File: config.mk
export PLATFORM = sky130hd
export DESIGN_NAME = pll_reconfig_seq
export DESIGN_NICKNAME = d
export VERILOG_FILES = /design/src/rtl/intv_pll_pkg.sv /design/src/rtl/sync2.sv /design/src/rtl/pll_reconfig_seq.sv
export SDC_FILE = /design/constraint.sdc
export NUM_CORES = 1
export LEC_CHECK = 0
export ABC_AREA = 1
export CAP_MARGIN = 20
export CORE_MARGIN = 3
export CORE_UTILIZATION = 61
export CTS_CLUSTER_DIAMETER = 40
export DETAILED_ROUTE_END_ITERATION = 10
export DONT_BUFFER_PORTS = 1
export HOLD_SLACK_MARGIN = 0.06
export PLACE_DENSITY = 0.77
export SETUP_SLACK_MARGIN = 0.3
export SYNTH_ARGS = -nofsm -noshare
export SYNTH_HDL_FRONTEND = slang
export SYNTH_HIERARCHICAL = 1
export SYNTH_SLANG_ARGS = --single-unit
File: constraint.sdc
create_clock -name clk_sys -period 2.92 [get_ports clk_sys]
set_input_delay 0.584 -clock clk_sys [delete_from_list [all_inputs] [get_ports clk_sys]]
set_output_delay 0.584 -clock clk_sys [all_outputs]
set_load 0.01 [all_outputs]
File: src/rtl/intv_pll_pkg.sv
// Shared types and register map for the video PLL reconfiguration sequencer.
// C0/FRAC values select the NTSC or PAL pixel clock.
package intv_pll_pkg;

    typedef enum logic [3:0] {
        S_IDLE,
        S_W_MODE,
        S_W_N,
        S_W_M,
        S_W_C0,
        S_W_FRAC,
        S_W_START,
        S_SETTLE,
        S_LOCK_WAIT
    } state_e;

    localparam logic [5:0] ADDR_MODE  = 6'd0;
    localparam logic [5:0] ADDR_START = 6'd2;
    localparam logic [5:0] ADDR_N     = 6'd3;
    localparam logic [5:0] ADDR_M     = 6'd4;
    localparam logic [5:0] ADDR_C0    = 6'd5;
    localparam logic [5:0] ADDR_FRAC  = 6'd7;

    localparam logic [31:0] DATA_N     = 32'h0001_0000;
    localparam logic [31:0] DATA_M     = 32'h0000_0404;
    localparam logic [31:0] C0_NTSC    = 32'h0000_0505;
    localparam logic [31:0] C0_PAL     = 32'h0002_0504;
    localparam logic [31:0] FRAC_NTSC  = 32'h9745_BF27;
    localparam logic [31:0] FRAC_PAL   = 32'hA3D7_09E8;

    function automatic logic is_write(input state_e s);
        return s inside {S_W_MODE, S_W_N, S_W_M, S_W_C0, S_W_FRAC, S_W_START};
    endfunction

    function automatic logic [5:0] wr_addr(input state_e s);
        case (s)
            S_W_N:     return ADDR_N;
            S_W_M:     return ADDR_M;
            S_W_C0:    return ADDR_C0;
            S_W_FRAC:  return ADDR_FRAC;
            S_W_START: return ADDR_START;
            default:   return ADDR_MODE;
        endcase
    endfunction

    function automatic logic [31:0] wr_data(input state_e s, input logic pal);
        case (s)
            S_W_N:    return DATA_N;
            S_W_M:    return DATA_M;
            S_W_C0:   return pal ? C0_PAL : C0_NTSC;
            S_W_FRAC: return pal ? FRAC_PAL : FRAC_NTSC;
            default:  return 32'h0;
        endcase
    endfunction

endpackage

File: src/rtl/sync2.sv
// Two-flop synchronizer for slow asynchronous level inputs.
// No reset so the synchronized value survives a sequencer reset.
module sync2 (
    input  logic clk,
    input  logic d,
    output logic q
);

    logic meta_q;
    logic sync_q;

    always_ff @(posedge clk) begin
        meta_q <= d;
        sync_q <= meta_q;
    end

    assign q = sync_q;

endmodule

File: src/rtl/pll_reconfig_seq.sv
// Rewrites the video PLL for NTSC/PAL on standard change or after reset,
// holding the core in reset until the PLL relocks or times out.
module pll_reconfig_seq
    import intv_pll_pkg::*;
#(
    parameter int unsigned LOCK_TIMEOUT  = 1_000_000,
    parameter int unsigned SETTLE_CYCLES = 64
) (
    input  logic        clk_sys,
    input  logic        reset_n,
    input  logic        pal,
    input  logic        pll_locked,
    input  logic        mgmt_waitrequest,
    output logic        mgmt_write,
    output logic [5:0]  mgmt_address,
    output logic [31:0] mgmt_writedata,
    output logic        tv_reset,
    output logic        busy,
    output logic        done,
    output logic        lock_err
);

    localparam int unsigned ST_W = $clog2(SETTLE_CYCLES) + 1;
    localparam int unsigned TO_W = $clog2(LOCK_TIMEOUT) + 1;

    logic pal_s;
    logic locked_s;

    sync2 u_sync_pal (.clk(clk_sys), .d(pal),        .q(pal_s));
    sync2 u_sync_lck (.clk(clk_sys), .d(pll_locked), .q(locked_s));

    state_e          state_q, state_d;
    logic            cfg_pal_q, cfg_pal_d;
    logic            pending_q, pending_d;
    logic [ST_W-1:0] settle_cnt_q, settle_cnt_d;
    logic [TO_W-1:0] lock_cnt_q, lock_cnt_d;
    logic            tv_reset_q, tv_reset_d;
    logic            done_q, done_d;
    logic            lock_err_q, lock_err_d;
    logic            busy_q, busy_d;
    logic            mgmt_write_q, mgmt_write_d;
    logic [5:0]      mgmt_address_q, mgmt_address_d;
    logic [31:0]     mgmt_writedata_q, mgmt_writedata_d;

    always_comb begin
        state_d      = state_q;
        cfg_pal_d    = cfg_pal_q;
        pending_d    = pending_q;
        settle_cnt_d = settle_cnt_q;
        lock_cnt_d   = lock_cnt_q;
        tv_reset_d   = tv_reset_q;
        lock_err_d   = lock_err_q;
        done_d       = 1'b0;

        unique case (state_q)
            S_IDLE: begin
                if (pending_q || (pal_s != cfg_pal_q)) begin
                    state_d    = S_W_MODE;
                    cfg_pal_d  = pal_s;
                    pending_d  = 1'b0;
                    tv_reset_d = 1'b1;
                    lock_err_d = 1'b0;
                end
            end
            S_W_MODE: if (!mgmt_waitrequest) state_d = S_W_N;
            S_W_N:    if (!mgmt_waitrequest) state_d = S_W_M;
            S_W_M:    if (!mgmt_waitrequest) state_d = S_W_C0;
            S_W_C0:   if (!mgmt_waitrequest) state_d = S_W_FRAC;
            S_W_FRAC: if (!mgmt_waitrequest) state_d = S_W_START;
            S_W_START: begin
                if (!mgmt_waitrequest) begin
                    state_d      = S_SETTLE;
                    settle_cnt_d = '0;
                end
            end
            // Lock is ignored here: the old lock may still be asserted.
            S_SETTLE: begin
                if (settle_cnt_q == ST_W'(SETTLE_CYCLES - 1)) begin
                    state_d    = S_LOCK_WAIT;
                    lock_cnt_d = '0;
                end else begin
                    settle_cnt_d = settle_cnt_q + ST_W'(1);
                end
            end
            S_LOCK_WAIT: begin
                if (locked_s) begin
                    state_d    = S_IDLE;
                    tv_reset_d = 1'b0;
                    done_d     = 1'b1;
                end else if (lock_cnt_q == TO_W'(LOCK_TIMEOUT - 1)) begin
                    state_d    = S_IDLE;
                    tv_reset_d = 1'b0;
                    done_d     = 1'b1;
                    lock_err_d = 1'b1;
                end else begin
                    lock_cnt_d = lock_cnt_q + TO_W'(1);
                end
            end
            default: state_d = S_IDLE;
        endcase

        busy_d           = (state_d != S_IDLE);
        mgmt_write_d     = is_write(state_d);
        mgmt_address_d   = wr_addr(state_d);
        mgmt_writedata_d = wr_data(state_d, cfg_pal_d);
    end

    always_ff @(posedge clk_sys or negedge reset_n) begin
        if (!reset_n) begin
            state_q          <= S_IDLE;
            cfg_pal_q        <= 1'b0;
            pending_q        <= 1'b1;
            settle_cnt_q     <= '0;
            lock_cnt_q       <= '0;
            tv_reset_q       <= 1'b1;
            done_q           <= 1'b0;
            lock_err_q       <= 1'b0;
            busy_q           <= 1'b0;
            mgmt_write_q     <= 1'b0;
            mgmt_address_q   <= '0;
            mgmt_writedata_q <= '0;
        end else begin
            state_q          <= state_d;
            cfg_pal_q        <= cfg_pal_d;
            pending_q        <= pending_d;
            settle_cnt_q     <= settle_cnt_d;
            lock_cnt_q       <= lock_cnt_d;
            tv_reset_q       <= tv_reset_d;
            done_q           <= done_d;
            lock_err_q       <= lock_err_d;
            busy_q           <= busy_d;
            mgmt_write_q     <= mgmt_write_d;
            mgmt_address_q   <= mgmt_address_d;
            mgmt_writedata_q <= mgmt_writedata_d;
        end
    end

    assign mgmt_write     = mgmt_write_q;
    assign mgmt_address   = mgmt_address_q;
    assign mgmt_writedata = mgmt_writedata_q;
    assign tv_reset       = tv_reset_q;
    assign busy           = busy_q;
    assign done           = done_q;
    assign lock_err       = lock_err_q;

endmodule

==> results of run 1 <==
-- final cells by class --
cell class	count	area [um^2]
Clock buffer	5	68.8
Tap cell	67	83.8
Clock inverter	3	28.8
Fill cell	422	1700
Multi-Input combinational cell	279	1440
Inverter	33	126
Sequential cell	54	1330
Timing Repair Buffer	2	35.0
-- worst max path at each step --
stage,from,endpoint,slack [ns],cells past startpoint
floorplan,lock_cnt_q[1],lock_cnt_q[10],1.29,11
global placement,lock_cnt_q[0],lock_cnt_q[9],0.89,10
detailed placement,lock_cnt_q[0],lock_cnt_q[9],0.82,10
CTS,lock_cnt_q[0],lock_cnt_q[9],0.79,10
global route,lock_cnt_q[0],lock_cnt_q[9],0.57,10
finish,lock_cnt_q[0],lock_cnt_q[9],0.80,10
-- worst reg2reg max path, stage by stage (launching register included) --
cell     delay [ns]
dfrtp_1        0.50
ha_1           0.30
inv_1          0.11
nor2_4         0.16
nand3_1        0.08
nor2_1         0.14
nand3_2        0.12
nand3_4        0.26
inv_4          0.16
nand2_1        0.10
o21ai_0        0.07
-- per-layer routing --
| layer | vias to the layer above | part of all wire [%] | GRT usage, % | wire, um |
|---|---|---|---|---|
| met1 | 1063 | 47 | 29.5 | 2690 |
| li1 | 1171 | - | - | - |
| met2 | 93 | 44 | 32.6 | 2500 |
| met4 | 0 | 2.2 | 8.36 | 123 |
| met5 | - | 0 | 0 | 0 |
| met3 | 12 | 6.3 | 3.48 | 360 |
-- repair_timing --
item | in CTS | in global routing
hold endpoints to repair | 48 | 0
setup endpoints to repair | 0 | 0
hold buffers | 1 | 0
-- flip-flops by register name (all words and copies together), names as in the netlist, 3 cells and up --
signal	flops
lock_cnt_q	21
mgmt_address	3
mgmt_writedata	8
settle_cnt_q	7
state_q	4
-- metrics by stage --
| stage | utilization, % | power [W] | instance area, um^2 | worst slack (ns) |
|---|---|---|---|---|
| after floorplan | - | 0.00193 | 3140 | 1.29 |
| after global placement | 62.2 | 0.00196 | 2990 | 0.892 |
| after detailed placement | 62.2 | 0.00199 | 2990 | 0.822 |
| after CTS | 64.8 | 0.00245 | 3120 | 0.793 |
| after global routing | 64.8 | 0.00262 | 3120 | 0.565 |
| final | 64.8 | 0.00243 | 3120 | 0.798 |
-- logic make-up after synthesis --
group                    after synthesis  synth area share [%]
AO/OA/AOI/OAI                         25                  4.50
XOR/XNOR                              16                  4.50
AND/OR/NAND/NOR                      227                  35.4
flip-flops                            54                  42.8
adder cells (fa/ha/maj)                2                 0.803
other                                  1                 0.120
buffers and inverters                 66                  11.8
-- layout by cell type (no fill, tap or decap), types with 5 or more instances in the layout --
| cell type | netlist | final |
|---|---|---|
| nand3_1 | 28 | 28 |
| nand2_1 | 98 | 98 |
| xor2_1 | 10 | 10 |
| xnor2_1 | 6 | 6 |
| a21oi_1 | 6 | 6 |
| dfrtp_1 | 48 | 48 |
| nor3_1 | 6 | 6 |
| nor2_2 | 5 | 5 |
| inv_1 | 26 | 26 |
| nand4_1 | 7 | 7 |
| conb_1 | 1 | 9 |
| nand3_2 | 10 | 10 |
| o21ai_0 | 9 | 9 |
| nand2_2 | 8 | 8 |
| nor2_1 | 53 | 53 |
| inv_2 | 5 | 5 |
| clkbuf_8 | 0 | 5 |
-- power by group through the flow --
stage               registers [W]  clock network (W)  logic (W)
floorplan                 0.00107                  0   0.000869
global placement          0.00114                  0   0.000822
detailed placement        0.00115                  0   0.000842
CTS                       0.00113           0.000458   0.000862
global route              0.00116           0.000482   0.000980
finish                    0.00113           0.000441   0.000860
==> results.tsv, run 1 <==
stage	metric	value	unit
clocking	ctsResizeCount	0	
worst_setup_path	crit_path_start_kind	flip-flop	
die	die-area	0.00600	mm^2
outcome	status	finished clean	
die	start_util	64.6	%
power_and_ir_drop	switchingPower	0.00107	W
grt	gr-total-overflow	0	
placement	hpwl	4.14	mm
worst_setup_path	ff2ff_setup_slack	0.80	ns
worst_setup_path	crit_type	reg2reg	
sta	tns	0	ns
sta	clock_skew	0.00464	ns
yosys	synth_cell_types	39	
yosys	synth_edf_count	0	
grt	grt_pass1_vias	2218	
grt	grt_max_degree	49	
clocking	cts_tree	done	
finish	syn2layout_area_growth	0.161	%
yosys	syn_area	0.00311	mm^2
routing	wl_per_cell	12.8	um
worst_setup_path	max_stage_delay	0.50	ns
worst_setup_path	path_max_fanout	28	
worst_setup_path	r2r_cells	10	
die	die_h	77.5	um
worst_setup_path	path_buf_inv	2	
worst_setup_path	rr_endpoint	lock_cnt_q[9]	
power_and_ir_drop	power-per-cell-area	780	mW/mm^2
sta	final_max_slew_viol_count	0	
yosys	yosys_warnings	6	
worst_hold_path	hp-class	in2async	
flow_run	max_cap_violations	0	
clocking	root_buffer	clkbuf_8	
yosys	yosys_register_bits	54	
routing	ant_nets	0	
yosys	synth_seq_area_share	42.8	%
finish	diodes	0	
worst_setup_path	critical-path-slowest-cell	dfrtp_1	
sta	worst_slew_pin_slew	0.616	ns
yosys	synthTopCellsByCount	nand2_1 (98), nor2_1 (53), dfrtp_1 (48)	
worst_setup_path	path_cells	ha_1 > inv_1 > nor2_4 > nand3_1 > nor2_1 > nand3_2 > nand3_4 > inv_4 > nand2_1 > o21ai_0	
yosys	async_flop_share	92.6	%
clocking	post-cts-setup-buffers	0	
worst_setup_path	crit_family	simple AND/OR/NAND/NOR gates	
routing	drcViolationCount	0	
finish	fin_nets	382	
yosys	synth_most_common_cell	nand2_1	
sta	max-slew-margin-rel	59.0	%
sta	fin_hold_ws	0.0998	ns
sta	finalHoldViolations	0	
die	rows	25	
power_and_ir_drop	power_frac_seq	46.5	%
yosys	synth_top_cell_by_area	dfrtp_1	
yosys	synth.avg_cell_area	7.96	um^2
clocking	cts_buffer_depth	2	
yosys	synthFlopType	dfrtp_1	
clocking	clkLatencyLatePin	0.31	ns
sta	setup_violations	0	
die	core_area	0.00482	mm^2
yosys	synth.top_cell.area_share	38.6	%
routing	initialDrtViolationCount	203	
grt	grt_pass1_wl	10.3	mm
finish	stdcell_count	443	
routing	num_vias	2339	
sta	finalCritPeriodShare	72.7	%
die	die_x	77.5	um
die	ioPinCount	48	
clocking	cts.sinks	54	
power_and_ir_drop	p_leak	1.43	nW
clocking	path_clk_slew	0.10	ns
finish	drive_above_1_share	13.6	%
placement	dpl.cell_count	434	
power_and_ir_drop	power.share.clock	18.1	%
worst_setup_path	crit_arrival	2.32	ns
sta	rsz0062_at_grt	false	
power_and_ir_drop	peakVddDrop	0.502	mV
yosys	syn_inst	391	
routing	routed_wl	5.68	mm
grt	groute.usage.overall	21.1	%
routing	first_pass_iters	4	
worst_setup_path	critPathRequiredTime	3.12	ns
worst_setup_path	critPathCaptureType	flip-flop	
clocking	htreeDepth	2	
placement	io_buffer_count	0	
routing	detail_route.vias_per_cell	5.28	
clocking	numCtsBuffers	5	
power_and_ir_drop	combPwrFrac	35.4	%
yosys	ys_top_cells_by_area	dfrtp_1 (39%), nand2_1 (12%), buf_4 (7.0%), nor2_1 (6.4%), nand3_1 (4.5%)	
power_and_ir_drop	p_sw_share	43.8	%
power_and_ir_drop	p_int	0.00137	W
grt	grt_antenna_before_repair	0	
placement	gp_congestion	0.956	
sta	max_freq	471	MHz
sta	timing.final.crit_period	2.12	ns
worst_setup_path	r2r-start	lock_cnt_q[0]	
No activity file was read; power rests on OpenSTA's default activity.
==> run 2, diff against run 1 <==
Settings changed: ABC_AREA 1 to 0.
Clock period 2.92 ns to 2.22 ns, I/O delays scaled along.
==> run 2 against run 1 <==
Net effect: clock-buffer cell count did not move; cell count down 23%; via count shrank 13%; synthesized area shrank 13%; wire length fell by 2.7%; die area is 12% lower; fmax is 13% higher; global-route usage hardly changed.
==> results.tsv, run 2 <==
stage	metric	value	unit	change
outcome	status	finished clean		
routing	num_vias	2024		-13%
yosys	synth_top_cell_by_area	dfrtp_1		
grt	grt_pass1_wl	8.65	mm	-16%
sta	timing.final.crit_period	1.87	ns	-0.248 ns
flow_run	max_cap_violations	0		unchanged
worst_setup_path	crit_arrival	2.12	ns	-0.20 ns
placement	hpwl	3.50	mm	-15%
clocking	htreeDepth	2		unchanged
yosys	ys_top_cells_by_area	dfrtp_1 (44%), buf_4 (7.5%), nand2_1 (3.2%), dfxtp_1 (3.0%), nor2_1 (2.9%)		
worst_setup_path	critPathCaptureType	flip-flop		
yosys	synthSimpleGateAreaFrac	21.9	%	-14 points
worst_hold_path	hp-class	in2reg		
routing	initialDrtViolationCount	160		-21%
power_and_ir_drop	p_sw_share	29.4	%	-14 points
power_and_ir_drop	p_leak	1.33	nW	-7.3%
grt	grt_antenna_before_repair	0		unchanged
sta	finalHoldViolations	0		unchanged
routing	detail_route.vias_per_cell	5.90		+12%
sta	setup_violations	0		unchanged
clocking	clkLatencyLatePin	0.30	ns	about the same
sta	max-slew-margin-rel	58.3	%	-0.70 points
worst_setup_path	max_stage_delay	0.42	ns	-0.08 ns
worst_setup_path	critical-path-slowest-cell	dfrtp_1		
finish	fillers	283		-33%
worst_setup_path	critPathRequiredTime	2.46	ns	-0.66 ns
grt	gr-total-overflow	0		unchanged
routing	ant_nets	0		unchanged
sta	tns	0	ns	unchanged
sta	max_freq	534	MHz	+13%
yosys	yosys_register_bits	54		unchanged
grt	grt_pass1_vias	1827		-18%
routing	wl_per_cell	16.1	um	+26%
yosys	syn_area	0.00271	mm^2	-13%
die	rows	23		-8.0%
finish	final_util	73.8	%	+9.0 points
yosys	yosys_warnings	6		unchanged
finish	drive_above_1_share	23.2	%	+9.6 points
power_and_ir_drop	combPwrFrac	18.9	%	-17 points
die	die-area	0.00528	mm^2	-12%
yosys	synth_seq_area_share	49.2	%	+6.4 points
yosys	synth.avg_cell_area	9.64	um^2	+21%
die	ioPinCount	48		unchanged
clocking	root_buffer	clkbuf_8		
worst_setup_path	path_buf_inv	1		-1
yosys	synth.top_cell.area_share	44.3	%	+5.8 points
yosys	async_flop_share	92.6	%	unchanged
sta	finalCritPeriodShare	84.4	%	+12 points
clocking	path_clk_slew	0.10	ns	about the same
worst_setup_path	path_cells	o31a_1 > nor3b_4 > o2111ai_1 > buf_4 > or3_1 > a21oi_2		
yosys	synth-compound-area-share	13.3	%	+8.8 points
yosys	synthFlopType	dfrtp_1		
routing	drcViolationCount	0		unchanged
yosys	synth_fa_ha_area_share	0.923	%	+0.12 points
finish	largest_reg_flops	21		unchanged
clocking	cts_buffer_depth	2		unchanged
placement	io_buffer_count	0		unchanged
finish	regMostFlops	lock_cnt_q		
yosys	synth_edf_count	0		unchanged
yosys	synthTopCellsByCount	dfrtp_1 (48), buf_4 (27), nand2_1 (23)		
finish	fin_nets	299		-22%
power_and_ir_drop	p_int	0.00160	W	+17%
yosys	synth-xor-area-share	2.26	%	-2.2 points
clocking	numCtsBuffers	5		unchanged
finish	layout_commonest_cell	dfrtp_1		
worst_setup_path	crit_path_start_kind	flip-flop		
die	start_util	65.4	%	+0.75 points
power_and_ir_drop	power-per-cell-area	743	mW/mm^2	-4.7%
power_and_ir_drop	switchingPower	0.000668	W	-37%
grt	grt_max_degree	51		+4.1%
yosys	synth_mux_area_share	1.48	%	+1.5 points
grt	groute.usage.overall	21.0	%	-0.022 points
sta	clock_skew	0.00866	ns	+0.00402 ns
yosys	synth_most_common_cell	dfrtp_1		
worst_setup_path	crit_type	reg2reg		
routing	routed_wl	5.53	mm	-2.7%
sta	worst_slew_pin_slew	0.626	ns	+0.0105 ns
power_and_ir_drop	power.share.clock	28.7	%	+11 points
yosys	syn_inst	281		-28%
clocking	cts_tree	done		
worst_setup_path	path_max_fanout	10		-64%
routing	first_pass_iters	4		unchanged
yosys	synth_cell_types	53		+36%
die	die_x	72.7	um	-6.2%
sta	rsz0062_at_grt	true		
sta	final_max_slew_viol_count	0		unchanged
power_and_ir_drop	power_frac_seq	52.4	%	+5.9 points
die	die_h	72.7	um	-6.2%
placement	gp_congestion	0.781		-18%
power_and_ir_drop	peakVddDrop	0.585	mV	+17%
worst_setup_path	crit_family	compound AO/OA/AOI/OAI gates		
clocking	cts.sinks	54		unchanged
finish	syn2layout_area_growth	12.8	%	
die	core_area	0.00414	mm^2	-14%
yosys	synth_top_family_by_area	simple AND/OR/NAND/NOR gates		
finish	final_cell_mix	dfrtp_1 (46), buf_4 (28), nand2_1 (22)		
finish	diodes	0		unchanged
## run 2: cell types whose count changed after synthesis, moves of 6 or more
cell and change:
nand3_2 -10, nand2_2 -8, inv_1 -13, or3_1 +7
o31ai_1 +6, nand3_1 -16, nand2_1 -75, nor2_1 -32
or4_1 +8, xor2_1 -6, a21oi_1 +9
## run 2: worst paths after layout
| check | from | to | slack (ns) | cells after the start |
|---|---|---|---|---|
| worst max register to register | state_q[2] | lock_cnt_q[13] | 0.35 | 6 |
| max in group asynchronous | reset_n | pending_q | 1.31 | 2 |
| worst min register to register | u_sync_lck/meta_q | u_sync_lck/q | 0.34 | 0 |
| worst min-delay path | pll_locked | u_sync_lck/meta_q | 0.16 | 0 |
| min in group asynchronous | reset_n | lock_cnt_q[19] | 0.64 | 2 |
| worst max-delay path | state_q[2] | lock_cnt_q[13] | 0.35 | 6 |
## run 2: area by class of cell
| class | count | area (um^2) | area share [%] |
|---|---|---|---|
| Multi-Input combinational cell | 187 | 1240 | 40.6 |
| Timing Repair Buffer | 31 | 253 | 8.27 |
| Clock inverter | 3 | 45.0 | 1.47 |
| Inverter | 13 | 48.8 | 1.60 |
| Sequential cell | 54 | 1340 | 43.7 |
| Clock buffer | 5 | 68.8 | 2.25 |
| Tap cell | 50 | 62.6 | 2.05 |
## run 2: power by group through the flow
stage / sequential (W) / clock [W] / combinational [W]
finish: 0.00119 / 0.000652 / 0.000430
global route: 0.00120 / 0.000705 / 0.000489
floorplan: 0.00116 / 0 / 0.000313
global placement: 0.00119 / 0 / 0.000326
detailed placement: 0.00120 / 0 / 0.000331
CTS: 0.00118 / 0.000670 / 0.000369
## run 2: cells by family after synthesis
logic type      after synthesis
simple gates                109
compound gates               56
flops                        54
buf+inv                      48
xor+xnor                      7
mux                           4
fa+ha+maj                     2
other cells                   1
## run 2: per-layer routing
layer  part of all wire (%)  track usage [%]  vias up
met5                      0                0        -
met4                   0.71             6.97        0
met3                    4.6             4.41        4
met2                     51             32.1       52
met1                     44             30.1      987
li1                       -                -      981
## run 2: what timing repair did
item,4_1_cts,5_1_grt
gates resized for setup,6,25
endpoints found under the setup margin,18,26
cloned,0,1
hold endpoints to repair,50,0
pin swaps,3,9
hold buffers,2,0
setup buffers,6,10
## run 2: through the flow
stage	power (W)	hold slack, ns	area, um^2	setup slack, ns	std cells
5_1_grt	0.00240	0.139	3060	0.244	343
4_1_cts	0.00222	0.150	2870	0.278	332
2_1_floorplan	0.00148	0.148	2740	0.378	289
6_report	0.00227	0.160	3060	0.346	343
3_3_place_gp	0.00152	0.150	2650	0.120	316
3_5_place_dp	0.00153	0.150	2650	0.0419	316
